File: src/rtl/serial_subtractor_pkg.sv
// Shared types for the bit-serial subtractor.
package serial_subtractor_pkg;

  // Control states: waiting, processing one bit per cycle, result pulse.
  typedef enum logic [1:0] {
    IDLE  = 2'd0,
    SHIFT = 2'd1,
    DONE  = 2'd2
  } state_e;

endpackage

File: src/rtl/serial_subtractor_full_subtractor.sv
// One-bit full subtractor cell: d = x - y - bi, bo = borrow out.
module full_subtractor (
  input  logic x,
  input  logic y,
  input  logic bi,
  output logic d,
  output logic bo
);

  // Difference bit and borrow generate/propagate.
  always_comb begin
    d  = x ^ y ^ bi;
    bo = (~x & y) | (~(x ^ y) & bi);
  end

endmodule

File: src/rtl/serial_subtractor.sv
// Bit-serial subtractor: diff = a - b - bin, one bit per clock, LSB first.
module serial_subtractor
  import serial_subtractor_pkg::*;
#(
  parameter int WIDTH = 4
) (
  input  logic             clk,
  input  logic             rst_n,
  input  logic             start,
  input  logic [WIDTH-1:0] a,
  input  logic [WIDTH-1:0] b,
  input  logic             bin,
  output logic             busy,
  output logic             done,
  output logic [WIDTH-1:0] diff,
  output logic             bout
);

  localparam int CW = $clog2(WIDTH);
  localparam logic [CW-1:0] CNT_LAST = CW'(WIDTH - 1);

  state_e           state_q, state_d;
  logic [WIDTH-1:0] a_q, a_d;
  logic [WIDTH-1:0] b_q, b_d;
  logic [WIDTH-1:0] res_q, res_d;
  logic             br_q, br_d;
  logic [CW-1:0]    cnt_q, cnt_d;
  logic [WIDTH-1:0] diff_q, diff_d;
  logic             bout_q, bout_d;

  logic             bit_d, bit_bo;
  logic [WIDTH-1:0] res_next;

  // Current LSBs of the operand shift registers feed the single cell.
  full_subtractor u_cell (
    .x  (a_q[0]),
    .y  (b_q[0]),
    .bi (br_q),
    .d  (bit_d),
    .bo (bit_bo)
  );

  // Result fills from the MSB side so after WIDTH shifts bit 0 lands at [0].
  always_comb begin
    res_next = {bit_d, res_q[WIDTH-1:1]};
  end

  // Next-state, datapath and result-register updates.
  always_comb begin
    state_d = state_q;
    a_d     = a_q;
    b_d     = b_q;
    res_d   = res_q;
    br_d    = br_q;
    cnt_d   = cnt_q;
    diff_d  = diff_q;
    bout_d  = bout_q;

    unique case (state_q)
      IDLE, DONE: begin
        // Accepting: a new request starts immediately, even from DONE.
        if (start) begin
          a_d     = a;
          b_d     = b;
          br_d    = bin;
          cnt_d   = '0;
          state_d = SHIFT;
        end else begin
          state_d = IDLE;
        end
      end
      SHIFT: begin
        // start is not looked at here; operands are already captured.
        a_d   = a_q >> 1;
        b_d   = b_q >> 1;
        res_d = res_next;
        br_d  = bit_bo;
        if (cnt_q == CNT_LAST) begin
          cnt_d   = '0;
          diff_d  = res_next;
          bout_d  = bit_bo;
          state_d = DONE;
        end else begin
          cnt_d = cnt_q + CW'(1);
        end
      end
      default: state_d = IDLE;
    endcase
  end

  // State and datapath registers; reset discards any operation in flight.
  always_ff @(posedge clk or negedge rst_n) begin
    if (!rst_n) begin
      state_q <= IDLE;
      a_q     <= '0;
      b_q     <= '0;
      res_q   <= '0;
      br_q    <= 1'b0;
      cnt_q   <= '0;
      diff_q  <= '0;
      bout_q  <= 1'b0;
    end else begin
      state_q <= state_d;
      a_q     <= a_d;
      b_q     <= b_d;
      res_q   <= res_d;
      br_q    <= br_d;
      cnt_q   <= cnt_d;
      diff_q  <= diff_d;
      bout_q  <= bout_d;
    end
  end

  // Status decodes straight from the state register.
  always_comb begin
    busy = (state_q == SHIFT);
    done = (state_q == DONE);
    diff = diff_q;
    bout = bout_q;
  end

endmodule

File: config.mk
export PLATFORM = sky130hd
export DESIGN_NAME = serial_subtractor
export DESIGN_NICKNAME = d
export VERILOG_FILES = /design/src/rtl/serial_subtractor_pkg.sv /design/src/rtl/serial_subtractor_full_subtractor.sv /design/src/rtl/serial_subtractor.sv
export SDC_FILE = /design/constraint.sdc
export NUM_CORES = 1
export LEC_CHECK = 0
export CAP_MARGIN = 20
export CORE_MARGIN = 4
export CORE_UTILIZATION = 39
export CTS_CLUSTER_DIAMETER = 120
export DETAILED_ROUTE_END_ITERATION = 16
export PLACE_DENSITY = 0.65
export SETUP_SLACK_MARGIN = 0.4
export SKIP_LAST_GASP = 1
export SLEW_MARGIN = 20
export SYNTH_ARGS = -nofsm -noshare
export SYNTH_HDL_FRONTEND = slang
export SYNTH_HIERARCHICAL = 1
export SYNTH_SLANG_ARGS = --single-unit
File: constraint.sdc
create_clock -name clk -period 1.3 [get_ports clk]
set_clock_uncertainty 0.05 [all_clocks]
set_input_delay 0.195 -clock clk [delete_from_list [all_inputs] [get_ports clk]]
set_output_delay 0.195 -clock clk [all_outputs]
set_load 0.1 [all_outputs]
; ---- Word level (Yosys, flattened, before mapping)
; Cells that the tools add are included.
[classes]
addsub = 1
n_mux = 12
bitwise = 7
reduce_logical = 5
n_eq_ne = 5
[ops]
columns = operator, n
row1 = 4-bit one-hot mux with 2 select lines, 2
row2 = 4-bit two-way mux, 2
row3 = 2-bit one-hot mux with 2 select lines, 2
row4 = 2-bit two-way mux, 3
row5 = 2-bit == test (second input constant), 2
row6 = 2-bit AND reduction, 2
row7 = 2-bit by 1-bit adder with 2-bit output (second input constant), 1
row8 = 1-bit AND, 2
row9 = 2-bit by 1-bit == test with 1-bit output (second input constant), 1
row10 = 2-bit logical NOT, 1
row11 = 1-bit two-way mux, 2
row12 = 2-bit by 1-bit != test with 1-bit output (second input constant), 1
row13 = 2-bit != test (second input constant), 1
row14 = 1-bit NOT, 2
row15 = 1-bit one-hot mux with 2 select lines, 1
row16 = 2-bit nonzero test, 1
row17 = 2-bit OR reduction, 1
row18 = 1-bit XOR, 2
row19 = 1-bit OR, 1
[totals]
output_inout_bits = 7
in_bits = 12
reg_bits = 22

; ---- Logic depth before layout (Yosys ltp)
; Gate-level depths: netlist of run 1.
[logic_depth]
word_depth = 5
ltp_mapped = 6
ltp_nobuf = 5

; ---- By module
; The synthesis of run 1 kept the hierarchy.
[modules_own_cells]
columns = module, seq_area_each_um2, cells_each, area_each_um2, n_inst
row1 = serial_subtractor, 525.5, 81, 972.2, 1
row2 = full_subtractor, 0.0, 4, 31.3, 1

; ---- Least setup slack after synthesis of run 1
; No wires, ideal clock.
[synth_path]
path_type = reg-to-output
from = register state_q[0]
to = output port done
stages_incl_launch_ff = 3
arrival_time_ns = 1.975
setup_slack_ns = -0.920
n_path_buf = 1
cell_sequence = dfrtp_1 > clkbuf_1 > nor2b_1
[synth_between]
elab_chain_cells = 1
[synth_rtl]
columns = item, line_no
row1 = from (decl), serial_subtractor.sv:22  ; state_e state_q, state_d;
row2 = from (signal assigned), serial_subtractor.sv:103  ; state_q <= state_d;
row3 = 2-bit == test, serial_subtractor.sv:117  ; done = (state_q == DONE);
row4 = to (decl), serial_subtractor.sv:14  ; output logic done,
; Every way passes these cells.

; ---- Final worst setup path of run 1
[layout_path]
from = register state_q[0]
to = register a_q[1]
[layout_between]
elab_chain_cells = 4
[layout_rtl]
columns = item, line_no
row1 = 2-bit == test / 2-bit logical NOT (equally long branches), serial_subtractor.sv:59  ; unique case (state_q)
row2 = 2-bit OR reduction, serial_subtractor.sv:59
row3 = 2-bit != test (no source line) / 2-bit nonzero test (equally long branches), --
row4 = 2-bit AND reduction (no source line), --
row5 = to (signal assigned), serial_subtractor.sv:95  ; a_q <= '0;
row6 = to (signal assigned), serial_subtractor.sv:104  ; a_q <= a_d;
row7 = to (decl), serial_subtractor.sv:23  ; logic [WIDTH-1:0] a_q, a_d;
; Parallel ways exist; a longest one is shown, timed or not.
; A chain may end at the register's enable or synchronous reset.

==> out/metrics.yaml, run 1 <==
timing.hold.ws_ns: 0.192
vias: 840
place.gp.congestion: 0.774
crit_path_end_kind: "register"
first_pass_iters: 6
dpl_cell_area_um2: 1370
ff_latch_area_um2: 527
fmax_mhz: 692
cts_inserted_buffers: 3
yosysWarnings: 6
fin_util: 0.713
clock_path_buffers: 2
crit_type: "register to register"
die_h_um: 58.7
core_um2: 2450
wl_per_cell_um: 15.3
drive_above_1_share: 0.580
nFillCells: 163
globalRouteTotalUtil: 0.141
finalInstanceArea_um2: 1750
clk_latency_ns: 0.30
grt_max_degree: 22
run_status: "finished, violations left"
wirelength_um: 2570
syn_area_per_cell_um2: 11.8
cts-root-buf: "clkbuf_4"
violations: "setup timing"
viasPerCell: 5.00
clk_pin_slew_ns: 0.11
required_ns: 1.48
tightest_slew_ns: 0.282
crit_path_max_fanout: 7
grt_pass1_vias: 802
cellPowerDensity_nw_per_um2: 3080
crit_path_start_kind: "register"
post-dp-hpwl_um: 1480
grt_pass1_wl_um: 3700
leakagePower_uw: 0.000818
fp.dieW_um: 58.7
diodes: 0
dr.first_iter.drc_count: 20
holdBufCountCts: 0
ys_seq_elements: 21
antenna_found_initial: 0
synth_nets: 99
grt_overflow: 0
hold_viol: 0
min_period_ns: 1.44
die_area_um2: 3450
h-tree-depth: 1
drc: 0
std_cell_rows: 18
multi_input_area_um2: 532
syn_area_um2: 1000
finalWorstSetupSlack_ns: -0.145
slew_violations: 0
io_pins: 19
ys_seq_area_frac: 0.524
maxCapViolCount: 0
synthCells: 85
clock_sinks: 21
cts_tree: "done"
rsz0062_at_grt: "yes"
yosys.cell_types.count: 23
hold_class: "input port to async pin"
cp.arrival_ns: 1.62
ir_drop_uv: 2380
start_util: 0.409
setup_violations: 17
finalCritPeriodShare: 1.11
area_growth_pct: 74.3
ant_nets: 0
slew-limit-headroom: 0.812
port_buffers: 18
fin_nets: 153
-- where the power goes --
group,switching [uW],internal [uW]
sequential,278,974
clock,195,120
combinational,1890,1940
-- placed cells by master (no fill, tap or decap), types with 4 or more instances in the layout --
cell             count
nor2b_4              4
buf_4               24
inv_2                4
mux2_4               5
buf_6                7
mux2i_1              4
clkdlybuf4s50_1     11
dfrtp_1             20
buf_12               9
nand2_1              5
-- kinds of logic (layout without fill, tap and decap cells) --
logic type / count (synthesis) / count (layout) / share of synthesized area
flip-flops: 21 / 21 / 0.524
buffers and inverters: 9 / 62 / 0.0611
AND/OR/NAND/NOR: 27 / 27 / 0.150
multiplexers: 10 / 10 / 0.126
AO/OA/AOI/OAI: 16 / 16 / 0.107
adder cells (fa/ha/maj): 2 / 2 / 0.0324
-- final timing paths --
| check | startpoint | to | slack, ns | cells past startpoint |
|---|---|---|---|---|
| max in group asynchronous | rst_n | state_q[0]$_DFFE_PN0P_ | 0.77 | 2 |
| min in group clk | res_q[1]$_DFFE_PN0P_ | res_q[1]$_DFFE_PN0P_ | 0.43 | 2 |
| max | state_q[0]$_DFFE_PN0P_ | a_q[1]$_DFFE_PN0P_ | -0.14 | 7 |
| min reg2reg | res_q[1]$_DFFE_PN0P_ | res_q[1]$_DFFE_PN0P_ | 0.43 | 2 |
| min | rst_n | diff[0]$_DFFE_PN0P_ | 0.19 | 2 |
| max reg2reg | state_q[0]$_DFFE_PN0P_ | a_q[1]$_DFFE_PN0P_ | -0.14 | 7 |
-- layer usage --
| layer | GRT usage | vias to the layer above | share of wire |
|---|---|---|---|
| met1 | 0.192 | 410 | 0.41 |
| met3 | 0.0197 | 6 | 0.047 |
| met2 | 0.238 | 27 | 0.52 |
| met4 | 0.0291 | 0 | 0.019 |
| li1 | - | 397 | - |
| met5 | 0 | - | 0 |
-- Yosys cell counts --
| cell type | instances | area, um2 |
|---|---|---|
| dfrtp_1 | 21 | 526 |
| nand2_1 | 9 | 33.8 |
| nor2b_1 | 6 | 37.5 |
| mux2_4 | 5 | 75.1 |
| nor2_1 | 5 | 18.8 |
| a211oi_1 | 4 | 30.0 |
| a21oi_1 | 4 | 20.0 |
| inv_1 | 4 | 15.0 |
| mux2i_1 | 4 | 40.0 |
| nor3_1 | 4 | 20.0 |
| a22o_1 | 3 | 26.3 |
| o22ai_1 | 3 | 18.8 |
| buf_6 | 2 | 22.5 |
| clkbuf_1 | 2 | 7.51 |
| a21o_1 | 1 | 7.51 |
| fa_1 | 1 | 20.0 |
| ha_1 | 1 | 12.5 |
| inv_12 | 1 | 16.3 |
| mux2_2 | 1 | 11.3 |
| nand2_8 | 1 | 20.0 |
| nand2b_1 | 1 | 6.26 |
| nand2b_4 | 1 | 13.8 |
| o21ai_0 | 1 | 5.00 |
-- sequential cells by signal (all words and copies together) (netlist names) --
signal and flops:
state_q 2, a_q 4, diff 4, res_q 3, b_q 4, bout 1, cnt_q 2, br_q 1
-- worst max-delay path, cell delays in order, from the launching register on --
cell     delay, ns
dfrtp_2       0.46
buf_12        0.14
buf_4         0.13
buf_12        0.13
nor2b_4       0.16
buf_4         0.13
nor3_2        0.03
nor2_1        0.13
-- metrics by stage --
| step | TNS [ns] | total power [uW] | worst slack [ns] | instances |
|---|---|---|---|---|
| finish | -1.33 | 5390 | -0.145 | 168 |
| global route | -1.93 | 5660 | -0.185 | 168 |
| CTS | -0.531 | 4740 | -0.151 | 154 |
| detailed placement | -0.209 | 3960 | -0.0261 | 140 |
| global placement | -0.0832 | 3870 | -0.0210 | 140 |
| floorplan | -0.814 | 3000 | -0.132 | 85 |
-- final cells by class --
cell class                      count  area share
Clock buffer                        4      0.0150
Multi-Input combinational cell     55       0.304
Tap cell                           30      0.0215
Inverter                            5      0.0200
Timing Repair Buffer               53       0.338
Sequential cell                    21       0.301
-- what timing repair did --
action                                  in CTS  in global routing
gates resized for setup                     16                 28
buffers inserted                            10                 14
pin swaps                                    4                  8
endpoints found under the setup margin      28                 28
Note: power is estimated with default switching activity, not from simulation.
==> run 2, diff against run 1 <==
--- a/config.mk
+++ b/config.mk
@@ -6,11 +6,13 @@
 export NUM_CORES = 1
 export LEC_CHECK = 0
 export CAP_MARGIN = 20
+export CELL_PAD_IN_SITES_DETAIL_PLACEMENT = 1
+export CELL_PAD_IN_SITES_GLOBAL_PLACEMENT = 1
 export CORE_MARGIN = 4
-export CORE_UTILIZATION = 39
+export CORE_UTILIZATION = 36
 export CTS_CLUSTER_DIAMETER = 120
 export DETAILED_ROUTE_END_ITERATION = 16
-export PLACE_DENSITY = 0.65
+export PLACE_DENSITY = 0.74
 export SETUP_SLACK_MARGIN = 0.4
 export SKIP_LAST_GASP = 1
 export SLEW_MARGIN = 20
==> run 2 against run 1 <==
Effect of this change:
- the flow still finishes with violations (setup timing)
- die area grew 7.2%
- wire length grew 16%
- first-iteration DRC count shrank 20%
- global-route usage grew 3.4 points
- critical path depth shrank 4
- via count shrank 1.1%
- non-clock buffer count shrank 9
- register-to-register slack is essentially flat
- critical path type is now register to output port
- largest cell class is now multi-input combinational cells
==> out/metrics.yaml, run 2 (synthesized netlist as in run 1, its figures left out) <==
fp.dieW_um: 60.8  # +3.5%
fin_nets: 144  # -5.9%
cp.arrival_ns: 1.23  # -0.39 ns
slew_violations: 0  # unchanged
crit_path_end_kind: "output port"
cts-root-buf: "clkbuf_4"
grt_pass1_vias: 925  # +15%
cts_inserted_buffers: 3  # unchanged
fmax_mhz: 679  # -1.9%
core_um2: 2570  # +4.6%
ant_nets: 0  # unchanged
dp_cells: 143  # +2.1%
crit_path_max_fanout: 3  # -4
min_period_ns: 1.47  # +0.0274 ns
hold_class: "input port to async pin"
wl_per_cell_um: 18.8  # +23%
std_cell_rows: 18  # unchanged
finalCritPeriodShare: 1.13  # +0.0211
run_status: "finished, violations left"
clock_sinks: 21  # unchanged
finalWorstSetupSlack_ns: -0.172  # -0.0274 ns
diodes: 0  # unchanged
start_util: 0.391  # -0.0179
layout_commonest_cell: "dfrtp_1"
dr.first_iter.drc_count: 16  # -20%
grt_overflow: 0  # unchanged
vias: 831  # -1.1%
port_buffers: 18  # unchanged
clk_latency_ns: 0.31  # about the same
tns_ns: -1.27  # +0.0633 ns
tightest_slew_ns: 0.278  # -0.00394 ns
place.gp.congestion: 0.772  # -0.22%
layout.cells.non_filler: 159  # -5.4%
dpl_cell_area_um2: 1380  # +0.73%
io_pins: 19  # unchanged
clk_pin_slew_ns: 0.12  # about the same
rsz0062_at_grt: "yes"
area_growth_pct: 66.6
h-tree-depth: 1  # unchanged
antenna_found_initial: 0  # unchanged
die_h_um: 60.8  # +3.5%
maxCapViolCount: 0  # unchanged
finalInstanceArea_um2: 1670  # -4.4%
grt_pass1_wl_um: 4660  # +26%
first_pass_iters: 4  # -2
die_area_um2: 3700  # +7.2%
layout_common_cells: "dfrtp_1, buf_4, clkdlybuf4s50_1"
clock_path_buffers: 2  # unchanged
wirelength_um: 2990  # +16%
violations: "setup timing"
setup_violations: 18  # +1
cts_tree: "done"
globalRouteTotalUtil: 0.175  # +0.0343
post-dp-hpwl_um: 1710  # +15%
drive_above_1_share: 0.550  # -0.0293
grt_max_degree: 22  # unchanged
nFillCells: 266  # +63%
drc: 0  # unchanged
required_ns: 1.05  # -0.43 ns
viasPerCell: 5.23  # +4.5%
crit_path_start_kind: "register"
fin_util: 0.651  # -0.0615
hold_viol: 0  # unchanged
slew-limit-headroom: 0.814  # +0.00262
crit_type: "register to output port"
run 2: per-layer routing:
metal	share of wire	up-vias	track usage
met1	0.45	420	0.222
li1	-	383	-
met3	0.031	8	0.0298
met5	0	-	0
met2	0.49	20	0.295
met4	0.028	0	0.0712
run 2: what timing repair did:
item | CTS | global route
setup endpoints to repair | 28 | 28
pin swaps | 4 | 4
gates resized for setup | 28 | 16
setup buffers | 9 | 3
endpoints found under the hold margin | 0 | 0
hold buffers | 0 | 0
run 2: final timing paths:
path | endpoint | slack (ns) | cells past startpoint | startpoint
worst max-delay path | done | -0.17 | 3 | state_q[0]$_DFFE_PN0P_
worst min-delay path | br_q$_DFFE_PN0P_ | 0.17 | 2 | rst_n
worst max register to register | b_q[1]$_DFFE_PN0P_ | -0.13 | 7 | state_q[0]$_DFFE_PN0P_
worst min register to register | a_q[3]$_DFFE_PN0P_ | 0.48 | 1 | a_q[3]$_DFFE_PN0P_
max in group asynchronous | state_q[0]$_DFFE_PN0P_ | 0.80 | 2 | rst_n
min in group clk | a_q[3]$_DFFE_PN0P_ | 0.43 | 2 | a[3]
run 2: critical path, stage by stage (launching register included):
cell     delay (ns)
dfrtp_2        0.47
buf_6          0.13
nor2b_4        0.13
buf_12         0.18
run 2: final cells by class:
class / count / area [um2] / share of cell area
clock buffer: 4 / 26.3 / 0.0157
inverter: 5 / 35.0 / 0.0210
multi-input combinational: 55 / 532 / 0.318
sequential: 21 / 528 / 0.316
tap: 30 / 37.5 / 0.0225
timing repair buffer: 44 / 513 / 0.307
run 2: metrics by stage:
stage / hold WS, ns / setup WS (ns)
final: 0.165 / -0.172
after CTS: 0.176 / -0.153
after floorplan: -0.151 / -0.132
after global routing: 0.161 / -0.214
after detailed placement: 0.425 / -0.0652
after global placement: 0.414 / -0.0333
Power of run 2 is left out: the tool's default activity adds up to more than one toggle a clock period on the data nets, which glitch-free logic cannot reach.
==> run 3, diff against run 2 <==
==> constraint.sdc (replaced) <==
create_clock -name clk -period 1.3 [get_ports clk]
set_clock_uncertainty 0.05 [all_clocks]
set_input_delay 0.195 -clock clk [delete_from_list [all_inputs] [get_ports clk]]
set_output_delay 0.195 -clock clk [all_outputs]
set_load 0.02 [all_outputs]
==> run 3 against run 2 <==
Effect of this change:
- setup slack improved by 0.15 ns
- clock-buffer cell count did not move
- non-clock buffer count fell by 1
- global-route usage fell by 3.1 points
- the flow still finishes with violations (setup timing)
- maximum frequency rose by 12%
- final cell count fell by 0.63%
- wire length fell by 22%
- critical path depth did not move
- sequential share of layout area rose by 2.9 points
- utilization fell by 5.6 points
- design area fell by 8.6%
==> out/metrics.yaml, run 3 (synthesized netlist as in run 1, its figures left out) <==
clk_pin_slew_ns: 0.12  # about the same
die_area_um2: 3700  # unchanged
hold_viol: 0  # unchanged
fp.dieW_um: 60.8  # unchanged
fin_nets: 143  # -0.69%
rsz0062_at_grt: "yes"
maxCapViolCount: 0  # unchanged
area_growth_pct: 52.2
dr.first_iter.drc_count: 2  # -14
std_cell_rows: 18  # unchanged
drc: 0  # unchanged
tns_ns: -0.0826  # +1.19 ns
ir_drop_uv: 1800
run_status: "finished, violations left"
crit_type: "register to register"
crit_path_end_kind: "register"
clock_sinks: 21  # unchanged
place.gp.congestion: 0.762  # -1.2%
first_pass_iters: 3  # -1
cts-root-buf: "clkbuf_4"
setup_violations: 8  # -10
grt_max_degree: 22  # unchanged
wirelength_um: 2320  # -22%
crit_path_start_kind: "register"
finalCritPeriodShare: 1.01  # -0.118
grt_overflow: 0  # unchanged
slew-limit-headroom: 0.813  # -0.00107
worstRegToRegCells: 3  # -4
die_h_um: 60.8  # unchanged
viasPerCell: 5.06  # -3.1%
port_buffers: 18  # unchanged
vias: 800  # -3.7%
start_util: 0.391  # unchanged
diodes: 0  # unchanged
antenna_found_initial: 0  # unchanged
crit_path_max_fanout: 2  # -1
drive_above_1_share: 0.477  # -0.0738
wl_per_cell_um: 14.7  # -22%
fin_util: 0.595  # -0.0560
layout_common_cells: "dfrtp_1, buf_4, buf_6"
leakagePower_uw: 0.000717
post-dp-hpwl_um: 1550  # -9.3%
tightest_slew_ns: 0.280  # +0.00160 ns
hold_class: "input port to async pin"
globalRouteTotalUtil: 0.144  # -0.0307
place_ws_ns: -0.141  # -0.0762 ns
required_ns: 1.46  # +0.41 ns
cp.arrival_ns: 1.48  # +0.25 ns
clock_path_buffers: 2  # unchanged
layout_commonest_cell: "dfrtp_1"
violations: "setup timing"
fmax_mhz: 758  # +12%
core_um2: 2570  # unchanged
io_pins: 19  # unchanged
cts_tree: "done"
clk_latency_ns: 0.31  # about the same
grt_pass1_vias: 841  # -9.1%
ant_nets: 0  # unchanged
min_period_ns: 1.32  # -0.153 ns
slew_violations: 0  # unchanged
finalWorstSetupSlack_ns: -0.0190  # +0.153 ns
cts_inserted_buffers: 3  # unchanged
cellPowerDensity_nw_per_um2: 2540
h-tree-depth: 1  # unchanged
grt_pass1_wl_um: 3800  # -19%
[run 3: through the flow]
step | area, um2 | total power [uW] | instances | hold WS, ns
finish | 1530 | 3880 | 158 | 0.172
global route | 1530 | 4180 | 158 | 0.186
CTS | 1440 | 3680 | 152 | 0.176
detailed placement | 1300 | 3030 | 143 | 0.424
global placement | 1300 | 2950 | 143 | 0.412
floorplan | 1010 | 2360 | 85 | -0.151
[run 3: layout make-up]
| cell class | instances | area, um2 |
|---|---|---|
| Sequential cell | 21 | 527 |
| Tap cell | 30 | 37.5 |
| Inverter | 5 | 31.3 |
| Clock buffer | 4 | 26.3 |
| Timing Repair Buffer | 43 | 422 |
| Multi-Input combinational cell | 55 | 484 |
| Fill cell | 269 | 1040 |
[run 3: repair_timing]
action / in CTS / in global routing
gates resized for setup: 59 / 13
hold buffers: 0 / 0
pin swaps: 5 / 6
buffers inserted: 5 / 6
endpoints found under the setup margin: 28 / 28
[run 3: power by group]
group	leakage [uW]	internal [uW]	switching, uW
combinational	0.000446	1330	1020
clock	0.0000150	120	207
sequential	0.000255	974	242
total	0.000717	2420	1460
[run 3: final timing paths]
kind                                            from                      to  slack, ns
min in group clk                                b[1]      b_q[1]$_DFFE_PN0P_       0.44
worst min-delay path                           rst_n        br_q$_DFFE_PN0P_       0.17
worst max register to register      br_q$_DFFE_PN0P_     diff[3]$_DFFE_PN0P_      -0.02
worst max-delay path                br_q$_DFFE_PN0P_     diff[3]$_DFFE_PN0P_      -0.02
max in group asynchronous                      rst_n  state_q[0]$_DFFE_PN0P_       0.79
worst min register to register  res_q[1]$_DFFE_PN0P_    res_q[1]$_DFFE_PN0P_       0.46
[run 3: layer usage]
layer	vias to the layer above	share of wire	global-route usage
li1	385	-	-
met1	395	0.41	0.158
met2	16	0.53	0.260
met3	4	0.043	0.0447
met4	0	0.018	0.0557
met5	-	0	0
[run 3: critical path, stage by stage (launching register included)]
cell     delay (ns)
dfrtp_1        0.41
inv_2          0.06
fa_2           0.43
mux2_4         0.27
